<file path="config.mk">
export PLATFORM = sky130hd
export DESIGN_NAME = subset_coord_loader
export DESIGN_NICKNAME = d
export VERILOG_FILES = /design/src/rtl/subset_coord_loader.sv
export SDC_FILE = /design/constraint.sdc
export NUM_CORES = 1
export LEC_CHECK = 0
export ABC_AREA = 1
export CAP_MARGIN = 20
export CORE_ASPECT_RATIO = 1.4
export CORE_MARGIN = 5
export CORE_UTILIZATION = 45
export DETAILED_ROUTE_END_ITERATION = 8
export GPL_TIMING_DRIVEN = 0
export PLACE_DENSITY = 0.7
export REMOVE_ABC_BUFFERS = 1
export SLEW_MARGIN = 20
export SYNTH_ARGS = -nofsm -noshare
export SYNTH_HDL_FRONTEND = slang
export SYNTH_SLANG_ARGS = --single-unit
export TNS_END_PERCENT = 5
</file>
<file path="constraint.sdc">
create_clock -name clk -period 24.5 [get_ports clk]
set_input_delay 4.9 -clock clk [delete_from_list [all_inputs] [get_ports clk]]
set_output_delay 4.9 -clock clk [all_outputs]
set_load 0.02 [all_outputs]
</file>
<file path="src/rtl/subset_coord_loader.sv">
// subset_coord_loader: after param_done rises, reads num_of_subsets packed (x,y)
// subset centres from the shared BRAM, one read in flight at a time, and queues
// them with their table index in a show-ahead FIFO for the correlation engine.
// Optional feature macro: SUBSET_BOUNDS_CHECK_EN. When defined, entries with
// x >= width_ or y >= height_ are dropped and counted. When undefined, every
// entry is queued and err_count/load_err stay 0.
module subset_coord_loader #(
    parameter logic [31:0] BASE_ADDR  = 32'h0000_0100,
    parameter int unsigned RD_LAT     = 2,
    parameter int unsigned FIFO_DEPTH = 8
) (
    input  logic        clk,
    input  logic        rst,
    input  logic        param_done,
    input  logic [31:0] num_of_subsets,
    input  logic [31:0] width_,
    input  logic [31:0] height_,
    output logic [31:0] bram_addr,
    output logic        bram_ea,
    output logic [3:0]  bram_we,
    input  logic [31:0] bram_dout,
    output logic        coord_valid,
    input  logic        coord_ready,
    output logic [15:0] coord_x,
    output logic [15:0] coord_y,
    output logic [31:0] coord_idx,
    output logic        load_done,
    output logic        load_err,
    output logic [31:0] err_count
);

    localparam int unsigned PTR_W  = (FIFO_DEPTH > 1) ? $clog2(FIFO_DEPTH) : 1;
    localparam int unsigned CNT_W  = PTR_W + 1;
    localparam int unsigned WAIT_W = 3;
    // Last WAIT count before CAPTURE; unused when RD_LAT is 1 (WAIT skipped).
    localparam logic [WAIT_W-1:0] WAIT_LAST = (RD_LAT > 1) ? WAIT_W'(RD_LAT - 2) : '0;
    localparam logic [CNT_W-1:0]  FIFO_FULL = CNT_W'(FIFO_DEPTH);

    typedef enum logic [2:0] {
        S_IDLE,
        S_ISSUE,
        S_WAIT,
        S_CAPTURE,
        S_DRAIN,
        S_DONE
    } state_t;

    state_t             state_q, state_d;
    logic               param_done_q;
    logic [31:0]        count_q, count_d;
    logic [31:0]        idx_q, idx_d;
    logic [31:0]        bram_addr_q, bram_addr_d;
    logic               bram_ea_q, bram_ea_d;
    logic [WAIT_W-1:0]  wait_q, wait_d;
    logic               load_done_q, load_done_d;
    logic [15:0]        fifo_x_q [FIFO_DEPTH];
    logic [15:0]        fifo_x_d [FIFO_DEPTH];
    logic [15:0]        fifo_y_q [FIFO_DEPTH];
    logic [15:0]        fifo_y_d [FIFO_DEPTH];
    logic [31:0]        fifo_idx_q [FIFO_DEPTH];
    logic [31:0]        fifo_idx_d [FIFO_DEPTH];
    logic [PTR_W-1:0]   rd_ptr_q, rd_ptr_d;
    logic [PTR_W-1:0]   wr_ptr_q, wr_ptr_d;
    logic [CNT_W-1:0]   fifo_cnt_q, fifo_cnt_d;
    logic               start;
    logic               accept;
    logic               push;
    logic               pop;

`ifdef SUBSET_BOUNDS_CHECK_EN
    logic [31:0]        width_q, width_d;
    logic [31:0]        height_q, height_d;
    logic [31:0]        err_count_q, err_count_d;
    logic               load_err_q, load_err_d;
`else
    logic               unused_dims;
    assign unused_dims = ^{width_, height_};
`endif

    assign start = param_done && !param_done_q;
    assign pop   = coord_valid && coord_ready;

    // Entry acceptance: bounds compare on zero-extended x/y, or accept all.
    always_comb begin
`ifdef SUBSET_BOUNDS_CHECK_EN
        accept = ({16'h0, bram_dout[31:16]} < width_q) &&
                 ({16'h0, bram_dout[15:0]}  < height_q);
`else
        accept = 1'b1;
`endif
    end

    // Sequencer next-state, BRAM control and FIFO update.
    always_comb begin
        state_d     = state_q;
        count_d     = count_q;
        idx_d       = idx_q;
        bram_addr_d = bram_addr_q;
        bram_ea_d   = bram_ea_q;
        wait_d      = wait_q;
        load_done_d = load_done_q;
        push        = 1'b0;
        fifo_x_d    = fifo_x_q;
        fifo_y_d    = fifo_y_q;
        fifo_idx_d  = fifo_idx_q;
        rd_ptr_d    = rd_ptr_q;
        wr_ptr_d    = wr_ptr_q;
        fifo_cnt_d  = fifo_cnt_q;
`ifdef SUBSET_BOUNDS_CHECK_EN
        width_d     = width_q;
        height_d    = height_q;
        err_count_d = err_count_q;
        load_err_d  = load_err_q;
`endif

        case (state_q)
            S_IDLE, S_DONE: begin
                if (start) begin
                    count_d     = num_of_subsets;
                    idx_d       = '0;
                    bram_addr_d = BASE_ADDR;
                    load_done_d = 1'b0;
`ifdef SUBSET_BOUNDS_CHECK_EN
                    width_d     = width_;
                    height_d    = height_;
                    err_count_d = '0;
                    load_err_d  = 1'b0;
`endif
                    if (num_of_subsets == 32'd0) begin
                        state_d     = S_DONE;
                        load_done_d = 1'b1;
                    end else begin
                        state_d = S_ISSUE;
                    end
                end
            end
            S_ISSUE: begin
                if (fifo_cnt_q != FIFO_FULL) begin
                    bram_ea_d   = 1'b1;
                    bram_addr_d = BASE_ADDR + {idx_q[29:0], 2'b00};
                    wait_d      = '0;
                    state_d     = (RD_LAT == 1) ? S_CAPTURE : S_WAIT;
                end
            end
            S_WAIT: begin
                if (wait_q == WAIT_LAST) begin
                    state_d = S_CAPTURE;
                end else begin
                    wait_d = wait_q + WAIT_W'(1);
                end
            end
            S_CAPTURE: begin
                bram_ea_d = 1'b0;
                idx_d     = idx_q + 32'd1;
                if (accept) begin
                    push = 1'b1;
                end else begin
`ifdef SUBSET_BOUNDS_CHECK_EN
                    err_count_d = err_count_q + 32'd1;
                    load_err_d  = 1'b1;
`endif
                end
                state_d = (idx_q + 32'd1 == count_q) ? S_DRAIN : S_ISSUE;
            end
            S_DRAIN: begin
                if (fifo_cnt_q == '0) begin
                    state_d     = S_DONE;
                    load_done_d = 1'b1;
                end
            end
            default: state_d = S_IDLE;
        endcase

        if (push) begin
            fifo_x_d[wr_ptr_q]   = bram_dout[31:16];
            fifo_y_d[wr_ptr_q]   = bram_dout[15:0];
            fifo_idx_d[wr_ptr_q] = idx_q;
            wr_ptr_d             = wr_ptr_q + PTR_W'(1);
        end
        if (pop) begin
            rd_ptr_d = rd_ptr_q + PTR_W'(1);
        end
        case ({push, pop})
            2'b10:   fifo_cnt_d = fifo_cnt_q + CNT_W'(1);
            2'b01:   fifo_cnt_d = fifo_cnt_q - CNT_W'(1);
            default: fifo_cnt_d = fifo_cnt_q;
        endcase
    end

    // State and datapath registers with asynchronous reset.
    always_ff @(posedge clk or posedge rst) begin
        if (rst) begin
            state_q      <= S_IDLE;
            param_done_q <= 1'b0;
            count_q      <= '0;
            idx_q        <= '0;
            bram_addr_q  <= '0;
            bram_ea_q    <= 1'b0;
            wait_q       <= '0;
            load_done_q  <= 1'b0;
            rd_ptr_q     <= '0;
            wr_ptr_q     <= '0;
            fifo_cnt_q   <= '0;
            for (int i = 0; i < FIFO_DEPTH; i++) begin
                fifo_x_q[i]   <= '0;
                fifo_y_q[i]   <= '0;
                fifo_idx_q[i] <= '0;
            end
`ifdef SUBSET_BOUNDS_CHECK_EN
            width_q      <= '0;
            height_q     <= '0;
            err_count_q  <= '0;
            load_err_q   <= 1'b0;
`endif
        end else begin
            state_q      <= state_d;
            param_done_q <= param_done;
            count_q      <= count_d;
            idx_q        <= idx_d;
            bram_addr_q  <= bram_addr_d;
            bram_ea_q    <= bram_ea_d;
            wait_q       <= wait_d;
            load_done_q  <= load_done_d;
            rd_ptr_q     <= rd_ptr_d;
            wr_ptr_q     <= wr_ptr_d;
            fifo_cnt_q   <= fifo_cnt_d;
            fifo_x_q     <= fifo_x_d;
            fifo_y_q     <= fifo_y_d;
            fifo_idx_q   <= fifo_idx_d;
`ifdef SUBSET_BOUNDS_CHECK_EN
            width_q      <= width_d;
            height_q     <= height_d;
            err_count_q  <= err_count_d;
            load_err_q   <= load_err_d;
`endif
        end
    end

    assign bram_addr   = bram_addr_q;
    assign bram_ea     = bram_ea_q;
    assign bram_we     = 4'b0000;
    assign coord_valid = (fifo_cnt_q != '0);
    assign coord_x     = fifo_x_q[rd_ptr_q];
    assign coord_y     = fifo_y_q[rd_ptr_q];
    assign coord_idx   = fifo_idx_q[rd_ptr_q];
    assign load_done   = load_done_q;
`ifdef SUBSET_BOUNDS_CHECK_EN
    assign load_err    = load_err_q;
    assign err_count   = err_count_q;
`else
    assign load_err    = 1'b0;
    assign err_count   = '0;
`endif

endmodule

</file>
== Yosys cells after proc, flatten, opt, wreduce, memory -nomap -nowiden ==
Cells that the tools add are included.

* Add/sub/neg operators: 7
* Magnitude comparators: 3
* Equal/unequal tests: 14
* Multiplexer cells: 39
* Bitwise logic cells: 2
* Reductions and logical operators: 23

{| class="wikitable"
|+ Operator list
! kind !! number
|-
| bitwise mux 128 bit || 2
|-
| bitwise mux 256 bit || 1
|-
| two-way mux 32 bit || 6
|-
| case mux 32 bit (2 select lines) || 2
|-
| binary-select mux 16 bit (select 3 bit) || 2
|-
| binary-select mux 32 bit (select 3 bit) || 1
|-
| demux 32 bit (select 3 bit) || 1
|-
| two-way mux 16 bit || 5
|-
| demux 16 bit (select 3 bit) || 1
|-
| adder 32 x 1 -> 32 bit (second input constant) || 1
|-
| adder 9 x 32 -> 32 bit (first input constant) || 1
|-
| equality test 32 bit || 1
|-
| logical NOT 32 bit || 1
|-
| two-way mux 3 bit || 8
|-
| case mux 3 bit (5 select lines) || 1
|-
| nonzero test 2 bit || 6
|-
| != test 2 bit (second input constant) || 5
|-
| adder 3 x 1 -> 3 bit (second input constant) || 3
|-
| AND reduction 3 bit || 3
|-
| greater-or-equal comparator 4 bit (second input constant) || 2
|-
| inverter 3 -> 4 bit || 2
|-
| case mux 4 bit (2 select lines) || 1
|-
| equality test 3 x 2 -> 1 bit (second input constant) || 2
|-
| equality test 3 bit (second input constant) || 2
|-
| 18 further kinds || 28
|}

* Register bits after elaboration: 627
* Bits of input ports: 132
* Output and inout port bits: 136
* Logic and storage cells: 123

== Longest topological paths before layout ==
Gate-level depths: netlist of the first run.

* Word-level depth: 6
* Gate-level depth with buffers: 18
* Depth with buffers taken out: 18

== Least setup slack after synthesis of the first run ==
No wires, ideal clock.

* Kind: register to output
* Start: reg rd_ptr_q[0]
* End: out coord_x[10]
* Arrival: 1.891 ns
* Required time: 19.600 ns
* Setup slack: 17.709 ns
* Stages on the path, launching flop included: 9
* Buffers on the path: 3
* Cell sequence: dfrtp_1 -> inv_1 -> buf_2 -> clkbuf_1 -> clkbuf_1 -> nor2_1 -> o22ai_1 -> nor2_1 -> a31oi_1

* Longest elaborated chain between the ends: 4

{| class="wikitable"
|+ Ends and longest elaborated chain
! item !! line !! RTL
|-
| start, declared || 62 || <nowiki>logic [PTR_W-1:0] rd_ptr_q, rd_ptr_d;</nowiki>
|-
| start signal, assigned || 224 || <nowiki>rd_ptr_q <= rd_ptr_d;</nowiki>
|-
| inverter 3 -> 4 bit (not written as such) || 243 || <nowiki>assign coord_x = fifo_x_q[rd_ptr_q];</nowiki>
|-
| binary-select mux 16 bit (select 3 bit) || 243 ||
|-
| two-way mux 16 bit (not written as such) (2 in series) || 243 ||
|-
| end, declared || 24 || <nowiki>output logic [15:0] coord_x,</nowiki>
|}

Every way passes these cells. The select of a mux whose other input is x is not followed.

== Worst setup path in the final report of the first run ==
* Start: reg rd_ptr_q[0]
* End: out coord_idx[15]

* Longest elaborated chain between the ends: 4

{| class="wikitable"
|+ Ends and longest elaborated chain
! item !! line !! RTL
|-
| inverter 3 -> 4 bit (not written as such) || 245 || <nowiki>assign coord_idx = fifo_idx_q[rd_ptr_q];</nowiki>
|-
| binary-select mux 32 bit (select 3 bit) || 245 ||
|-
| two-way mux 32 bit (not written as such) (2 in series) || 245 ||
|-
| end, declared || 26 || <nowiki>output logic [31:0] coord_idx,</nowiki>
|}

Every way passes these cells. The select of a mux whose other input is x is not followed.

==> results.json, run 1 <==
{
  "placed_area_um2": 32200,
  "post_cts_buffers": 0,
  "setup_ws_ns": 15.20,
  "power.net_switching_mw": 1.64,
  "die_width_um": 225,
  "grt_pass1_vias": 24100,
  "syn2layout_area_growth_pct": 17.8,
  "drive_gt1_frac": 0.0670,
  "globalplace.congestion": 0.966,
  "ant_nets": 0,
  "cts_hold_buf": 0,
  "synth-compound-area-share": 0.182,
  "synth_area_leaders": "dfrtp_1 (54%), o21ai_0 (14%), nand2_1 (11%)",
  "max_slew_margin": 0.311,
  "die_h_um": 312,
  "synth_top_family_by_area": "simple AND/OR/NAND/NOR gates",
  "antenna_found_initial": 3,
  "ctsHtreeMaxLevel": 3,
  "met1_length_mm": 35.8,
  "first_pass_iters": 6,
  "min_period_over_period": 0.379,
  "numCtsBuffers": 66,
  "synth-edff-count": 0,
  "synth_ff_type": "dfrtp_1",
  "cp.required_ns": 19.60,
  "grt_max_degree": 111,
  "vias": 24900,
  "drv_slew": 0,
  "postLayoutCellArea_um2": 34400,
  "p_total_mw": 4.20,
  "critPathLaunchType": "register",
  "seq_power_share": 0.357,
  "r2r_start": "state_q[0]$_DFFE_PP0P_",
  "ctsResizeCount": 0,
  "cts_sinks": 625,
  "setup_tns_ns": 0,
  "pre_cts_ws_ns": 15.80,
  "synth_xor_area_frac": 0.00587,
  "yosysTopAreaCellShare": 0.535,
  "dieArea_um2": 70200,
  "yosys.area_share.simple": 0.211,
  "top_layer": "met4",
  "grt_overflow": 0,
  "p_comb_frac": 0.404,
  "min_from": "bram_ea$_DFFE_PP0P_",
  "grt_first_pass_wirelength_mm": 132,
  "run_status": "finished, final reports clean",
  "wl_met3_mm": 4.68,
  "crit_type": "register to output port",
  "min_delay_path_depth": 2,
  "wl_per_cell_um": 17.8,
  "ys_ff_latch": 625,
  "coreArea_um2": 64400,
  "r2r_cells": 12,
  "port_buffers": 164,
  "synth_seq_area_share": 0.535,
  "power_density_nw_per_um2": 122,
  "root_buffer": "clkbuf_16",
  "hold_viol_final": 0,
  "ios": 268,
  "path_max_fanout": 110,
  "totalWireLength_mm": 81.8,
  "routed_via_density": 5.42,
  "synth.area.mux_share": 0,
  "setup_viol": 0,
  "cp_data_arrival_time_ns": 4.40,
  "finalWorstPathRequiredPeriod_ns": 9.30,
  "p_leak_nw": 15.6,
  "avgSynthCellArea_um2": 8.05,
  "yosys-top-cells-count": "nand2_1 (846), o21ai_0 (836), dfrtp_1 (625), nor2_1 (518), clkbuf_1 (234)",
  "swShare": 0.389,
  "pwr-share-clk": 0.239,
  "rsz0062_at_grt": "false",
  "initial_utilization": 0.454,
  "yosysTopAreaCell": "dfrtp_1",
  "fp-row-count": 110,
  "tightest_slew_ns": 1.03,
  "ff2ff_setup_slack_ns": 21.00,
  "syn_area_um2": 29200,
  "grt_util_all_layers": 0.230,
  "cts_tree": "built",
  "p_int_mw": 2.57,
  "clock_path_buffers": 3,
  "clk_pin_slew_ns": 0.06,
  "worstHoldPathType": "register to register",
  "cap_violations": 0,
  "min_to": "bram_ea$_DFFE_PP0P_",
  "synthArstFlopShare": 1.00,
  "fmax_mhz": 108,
  "synth_adder_area_share": 0.00454,
  "insertion_delay_ns": 0.59,
  "r2r_end": "fifo_x_q[18]$_DFFE_PP0P_",
  "worstSetupEndpointType": "output port",
  "dr_wl_met2_mm": 38.7,
  "route.detailed.drc": 0,
  "synth_warnings": 0,
  "finClkSkew_ns": 0.0186,
  "dp_hpwl_mm": 53.6,
  "initialDrtViolationCount": 2099,
  "syn_inst": 3631,
  "vdd_drop_max_mv": 0.0864,
  "yosys.cell_types.count": 41,
  "nets": 3845,
  "synth_most_common_cell": "nand2_1"
}
-- worst max-delay path by stage --
stage / start / endpoint / cells after the start
after floorplan: rst / bram_addr[10]$_DFFE_PP0P_ / 1
after global placement: rst / fifo_x_q[86]$_DFFE_PP0P_ / 2
after detailed placement: param_done / bram_addr[23]$_DFFE_PP0P_ / 9
after CTS: rd_ptr_q[0]$_DFFE_PP0P_ / coord_idx[15] / 9
after global routing: rd_ptr_q[0]$_DFFE_PP0P_ / coord_idx[15] / 9
final: rd_ptr_q[0]$_DFFE_PP0P_ / coord_idx[15] / 9
-- layout make-up --
class / instances / area, um^2
well taps: 840 / 1050
inverters: 142 / 563
diodes: 3 / 7.51
repair buffers: 258 / 3070
flip-flops and latches: 625 / 15600
multi-input cells: 2610 / 12000
clock inverters: 14 / 203
clock buffers: 98 / 1940
fillers: 6099 / 30000
-- sequential cells by signal (all words and copies together) (netlist names), 3 cells and up --
register,flops
rd_ptr_q,3
fifo_y_q,128
bram_addr,30
count_q,32
wait_q,3
state_q,3
wr_ptr_q,3
fifo_cnt_q,4
fifo_idx_q,256
idx_q,32
fifo_x_q,128
-- per-stage QoR --
stage               std cells   util  hold WS (ns)
global placement         4381  0.478         0.458
detailed placement       4474  0.501         0.465
global route             4589  0.534         0.496
finish                   4590  0.534         0.474
floorplan                3377      -         0.448
CTS                      4586  0.534         0.478
-- critical path, stage by stage (launching register included) --
cell and delay [ns]:
dfrtp_4 0.72, buf_16 0.32, inv_8 0.28, buf_16 0.41, buf_16 0.33, o21ai_0 0.15, o22ai_1 0.17, nor2_1 0.06
a31oi_1 0.48, clkdlybuf4s50_1 0.73
-- cells in the final DEF (no fill, tap or decap), types with 3 or more instances in the layout --
cell type | Yosys | routed
a21oi_1 | 8 | 8
a31oi_1 | 65 | 65
a32o_1 | 5 | 5
buf_16 | 0 | 17
buf_6 | 0 | 52
buf_8 | 0 | 21
bufinv_16 | 0 | 5
clkbuf_1 | 234 | 19
clkbuf_16 | 0 | 69
clkbuf_8 | 0 | 10
clkdlybuf4s50_1 | 0 | 164
clkinv_2 | 0 | 7
conb_1 | 1 | 39
dfrtp_1 | 625 | 623
diode_2 | 0 | 3
ha_1 | 9 | 9
inv_1 | 134 | 130
inv_2 | 6 | 6
inv_8 | 0 | 4
nand2_1 | 846 | 845
nand2_2 | 10 | 11
nand3_1 | 75 | 75
nand3b_1 | 12 | 12
nand4_1 | 16 | 16
nor2_1 | 518 | 518
nor2_2 | 18 | 17
nor2_4 | 12 | 13
nor3_2 | 2 | 3
nor4_1 | 7 | 7
o21ai_0 | 836 | 836
o21ai_1 | 11 | 11
o22ai_1 | 82 | 82
o31ai_1 | 4 | 4
xnor2_1 | 3 | 3
xor2_1 | 14 | 14
-- layer usage --
| metal | vias to the layer above | global-route usage |
|---|---|---|
| li1 | 12100 | - |
| met1 | 12000 | 0.313 |
| met2 | 689 | 0.377 |
| met3 | 155 | 0.0378 |
| met4 | 0 | 0.0771 |
| met5 | - | 0 |
-- cells by family after synthesis --
| group | Yosys count |
|---|---|
| compound gates | 1015 |
| xor+xnor | 18 |
| fa+ha+maj | 10 |
| buf+inv | 434 |
| flops | 625 |
| other cells | 1 |
| simple gates | 1528 |
-- power groups by stage --
stage | sequential (mW) | clock, mW | combinational [mW]
after floorplan | 1.51 | 0 | 1.05
after global placement | 1.60 | 0 | 1.63
after detailed placement | 1.51 | 0 | 1.71
after CTS | 1.50 | 1.03 | 1.71
after global routing | 1.54 | 1.07 | 1.89
final | 1.50 | 1.00 | 1.70
Power figures use the tool's default switching activity.
==> inputs of run 2 (changes only) <==
==> constraint.sdc (replaced) <==
create_clock -name clk -period 9.6 [get_ports clk]
set_input_delay 1.92 -clock clk [delete_from_list [all_inputs] [get_ports clk]]
set_output_delay 1.92 -clock clk [all_outputs]
set_load 0.02 [all_outputs]
==> results of run 2 <==
The final DEF is identical to that of run 1. Status: finished, final reports clean.
Main changes from that run: setup slack after placement 15.80 ns -> 3.88 ns; setup slack after layout 15.20 ns -> 3.28 ns; register-to-register setup slack 21.00 ns -> 6.10 ns; total power 4.20 mW -> 10.7 mW; worst IR drop on VDD 0.0864 mV -> 0.221 mV
==> inputs of run 3 (changes only) <==
--- a/config.mk
+++ b/config.mk
@@ -12,7 +12,7 @@
 export CORE_UTILIZATION = 45
 export DETAILED_ROUTE_END_ITERATION = 8
 export GPL_TIMING_DRIVEN = 0
-export PLACE_DENSITY = 0.7
+export PLACE_DENSITY = 0.72
 export REMOVE_ABC_BUFFERS = 1
 export SLEW_MARGIN = 20
 export SYNTH_ARGS = -nofsm -noshare
==> constraint.sdc (replaced) <==
create_clock -name clk -period 5.5 [get_ports clk]
set_input_delay 1.1 -clock clk [delete_from_list [all_inputs] [get_ports clk]]
set_output_delay 1.1 -clock clk [all_outputs]
set_load 0.02 [all_outputs]
==> results.json, run 3 (synthesized netlist as in run 1, its figures left out) <==
{
  "worstHoldPathType": "register to register",
  "grt_first_pass_wirelength_mm": 131,
  "final_cells": 4585,
  "port_buffers": 164,
  "grt_overflow": 0,
  "setup_viol": 0,
  "pre_cts_ws_ns": 0.441,
  "antenna_found_initial": 0,
  "cp.required_ns": 4.40,
  "swShare": 0.391,
  "multiInputGateArea_um2": 12000,
  "insertion_delay_ns": 0.63,
  "min_period_over_period": 0.964,
  "fmax_mhz": 189,
  "final_core_util": 0.534,
  "route.detailed.drc": 0,
  "totalWireLength_mm": 81.8,
  "vdd_drop_max_mv": 0.348,
  "worstSetupEndpointType": "output port",
  "die_width_um": 225,
  "path_cells": "buf_16 > buf_16 > clkinv_8 > buf_16 > o21ai_0 > o22ai_1 > nor2_1 > a31oi_1 > clkdlybuf4s50_1",
  "syn2layout_area_growth_pct": 17.6,
  "seq_power_share": 0.355,
  "whs_ns": 0.477,
  "critical_path.top_delay_family": "buffers and inverters",
  "cts_hold_buf": 0,
  "ant_nets": 0,
  "max_slew_margin": 0.321,
  "cts_sinks": 625,
  "reg_top3": "fifo_idx_q x256, fifo_x_q x128, fifo_y_q x128",
  "top_register": "fifo_idx_q",
  "postLayoutCellArea_um2": 34400,
  "root_buffer": "clkbuf_16",
  "setup_tns_ns": 0,
  "wl_per_cell_um": 17.8,
  "critPathLaunchType": "register",
  "finalWorstPathRequiredPeriod_ns": 5.30,
  "clock_path_buffers": 3,
  "final_common_cell": "nand2_1",
  "ios": 268,
  "pwr-share-clk": 0.236,
  "largest_reg_flops": 256,
  "die_h_um": 312,
  "grt_pass1_vias": 24100,
  "cpMostUsedCell": "buf_16",
  "vias": 25000,
  "clk_pin_slew_ns": 0.06,
  "first_pass_iters": 5,
  "globalplace.congestion": 0.945,
  "tightest_slew_ns": 1.01,
  "rsz0062_at_grt": "false",
  "path_buf_inv": 5,
  "fp-row-count": 110,
  "dieArea_um2": 70200,
  "grt_util_all_layers": 0.229,
  "final_cell_mix": "nand2_1 (845), o21ai_0 (836), dfrtp_1 (623)",
  "drv_slew": 0,
  "dp_cells": 4474,
  "p_int_mw": 11.4,
  "path_max_fanout": 131,
  "power_density_nw_per_um2": 543,
  "p_comb_frac": 0.409,
  "power.net_switching_mw": 7.29,
  "initialDrtViolationCount": 2220,
  "drive_gt1_frac": 0.0689,
  "run_status": "finished, final reports clean",
  "crit_type": "register to output port",
  "placed_area_um2": 32200,
  "nets": 3840,
  "setup_ws_ns": 0.195,
  "cap_violations": 0,
  "coreArea_um2": 64400,
  "finClkSkew_ns": 0.0253,
  "numCtsBuffers": 61,
  "hold_viol_final": 0,
  "post_cts_buffers": 0,
  "p_total_mw": 18.7,
  "p_leak_nw": 15.6,
  "initial_utilization": 0.454,
  "cts_tree": "built",
  "routed_via_density": 5.44,
  "dp_hpwl_mm": 53.8,
  "cp_data_arrival_time_ns": 4.20,
  "max_stage_delay_ns": 0.70,
  "grt_max_degree": 132,
  "ctsHtreeMaxLevel": 2,
  "crit_slowest_cell": "clkdlybuf4s50_1",
  "nFillCells": 6022,
  "diodes": 0,
  "regArea_um2": 15600
}
==> run 3: cell count changes in the layout (fill, tap and decap cells not counted), moves of 2 or more <==
cell	delta
clkbuf_8	+7
buf_8	+3
buf_16	-2
clkbuf_16	-6
diode_2	-3
clkinv_2	+3
clkbuf_1	-9
clkinvlp_4	+2
==> run 3: worst paths after layout <==
check	startpoint	to	slack, ns	depth (start not counted)
max in group asynchronous	rst	fifo_x_q[32]$_DFFE_PP0P_	2.73	5
setup / recovery	rd_ptr_q[0]$_DFFE_PP0P_	coord_idx[15]	0.20	9
min in group asynchronous	rst	fifo_y_q[121]$_DFFE_PP0P_	0.98	2
hold reg to reg	fifo_y_q[69]$_DFFE_PP0P_	fifo_y_q[69]$_DFFE_PP0P_	0.48	2
setup reg to reg	state_q[2]$_DFFE_PP0P_	bram_addr[31]$_DFFE_PP0P_	1.87	8
hold / removal	fifo_y_q[69]$_DFFE_PP0P_	fifo_y_q[69]$_DFFE_PP0P_	0.48	2
==> run 3: metal layers <==
metal  routed length (um)  track usage
met5                    0            0
met1                35800        0.309
met4                 3160       0.0830
met2                38800        0.382
met3                 4100       0.0274
==> run 3: worst register-to-register path, stage by stage (launching register included) <==
cell and delay [ns]:
dfrtp_1 0.46, nand3_1 0.12, o21ai_1 0.10, nand2_1 0.48
clkinv_1 0.99, nor2_4 0.95, buf_16 0.24, nand2_1 0.08
o21ai_1 0.10
==> run 3: power groups by stage <==
stage               Clock, mW  Combinational [mW]  Sequential [mW]
finish                   4.40                7.62             6.63
global route             4.68                8.51             6.79
CTS                      4.49                7.70             6.62
detailed placement          0                7.67             6.69
global placement            0                6.85             7.05
floorplan                   0                4.66             6.74
==> run 3: layout make-up <==
type,instances,area share
clock buffers,90,0.0538
multi-input cells,2610,0.348
flip-flops and latches,625,0.455
well taps,840,0.0306
clock inverters,20,0.00772
inverters,142,0.0165
repair buffers,258,0.0886
==> run 3: repair_timing <==
item                                   in CTS  in global routing
resized for setup                           0                  1
endpoints found under the hold margin       0                  0
setup endpoints to repair                   0                  4
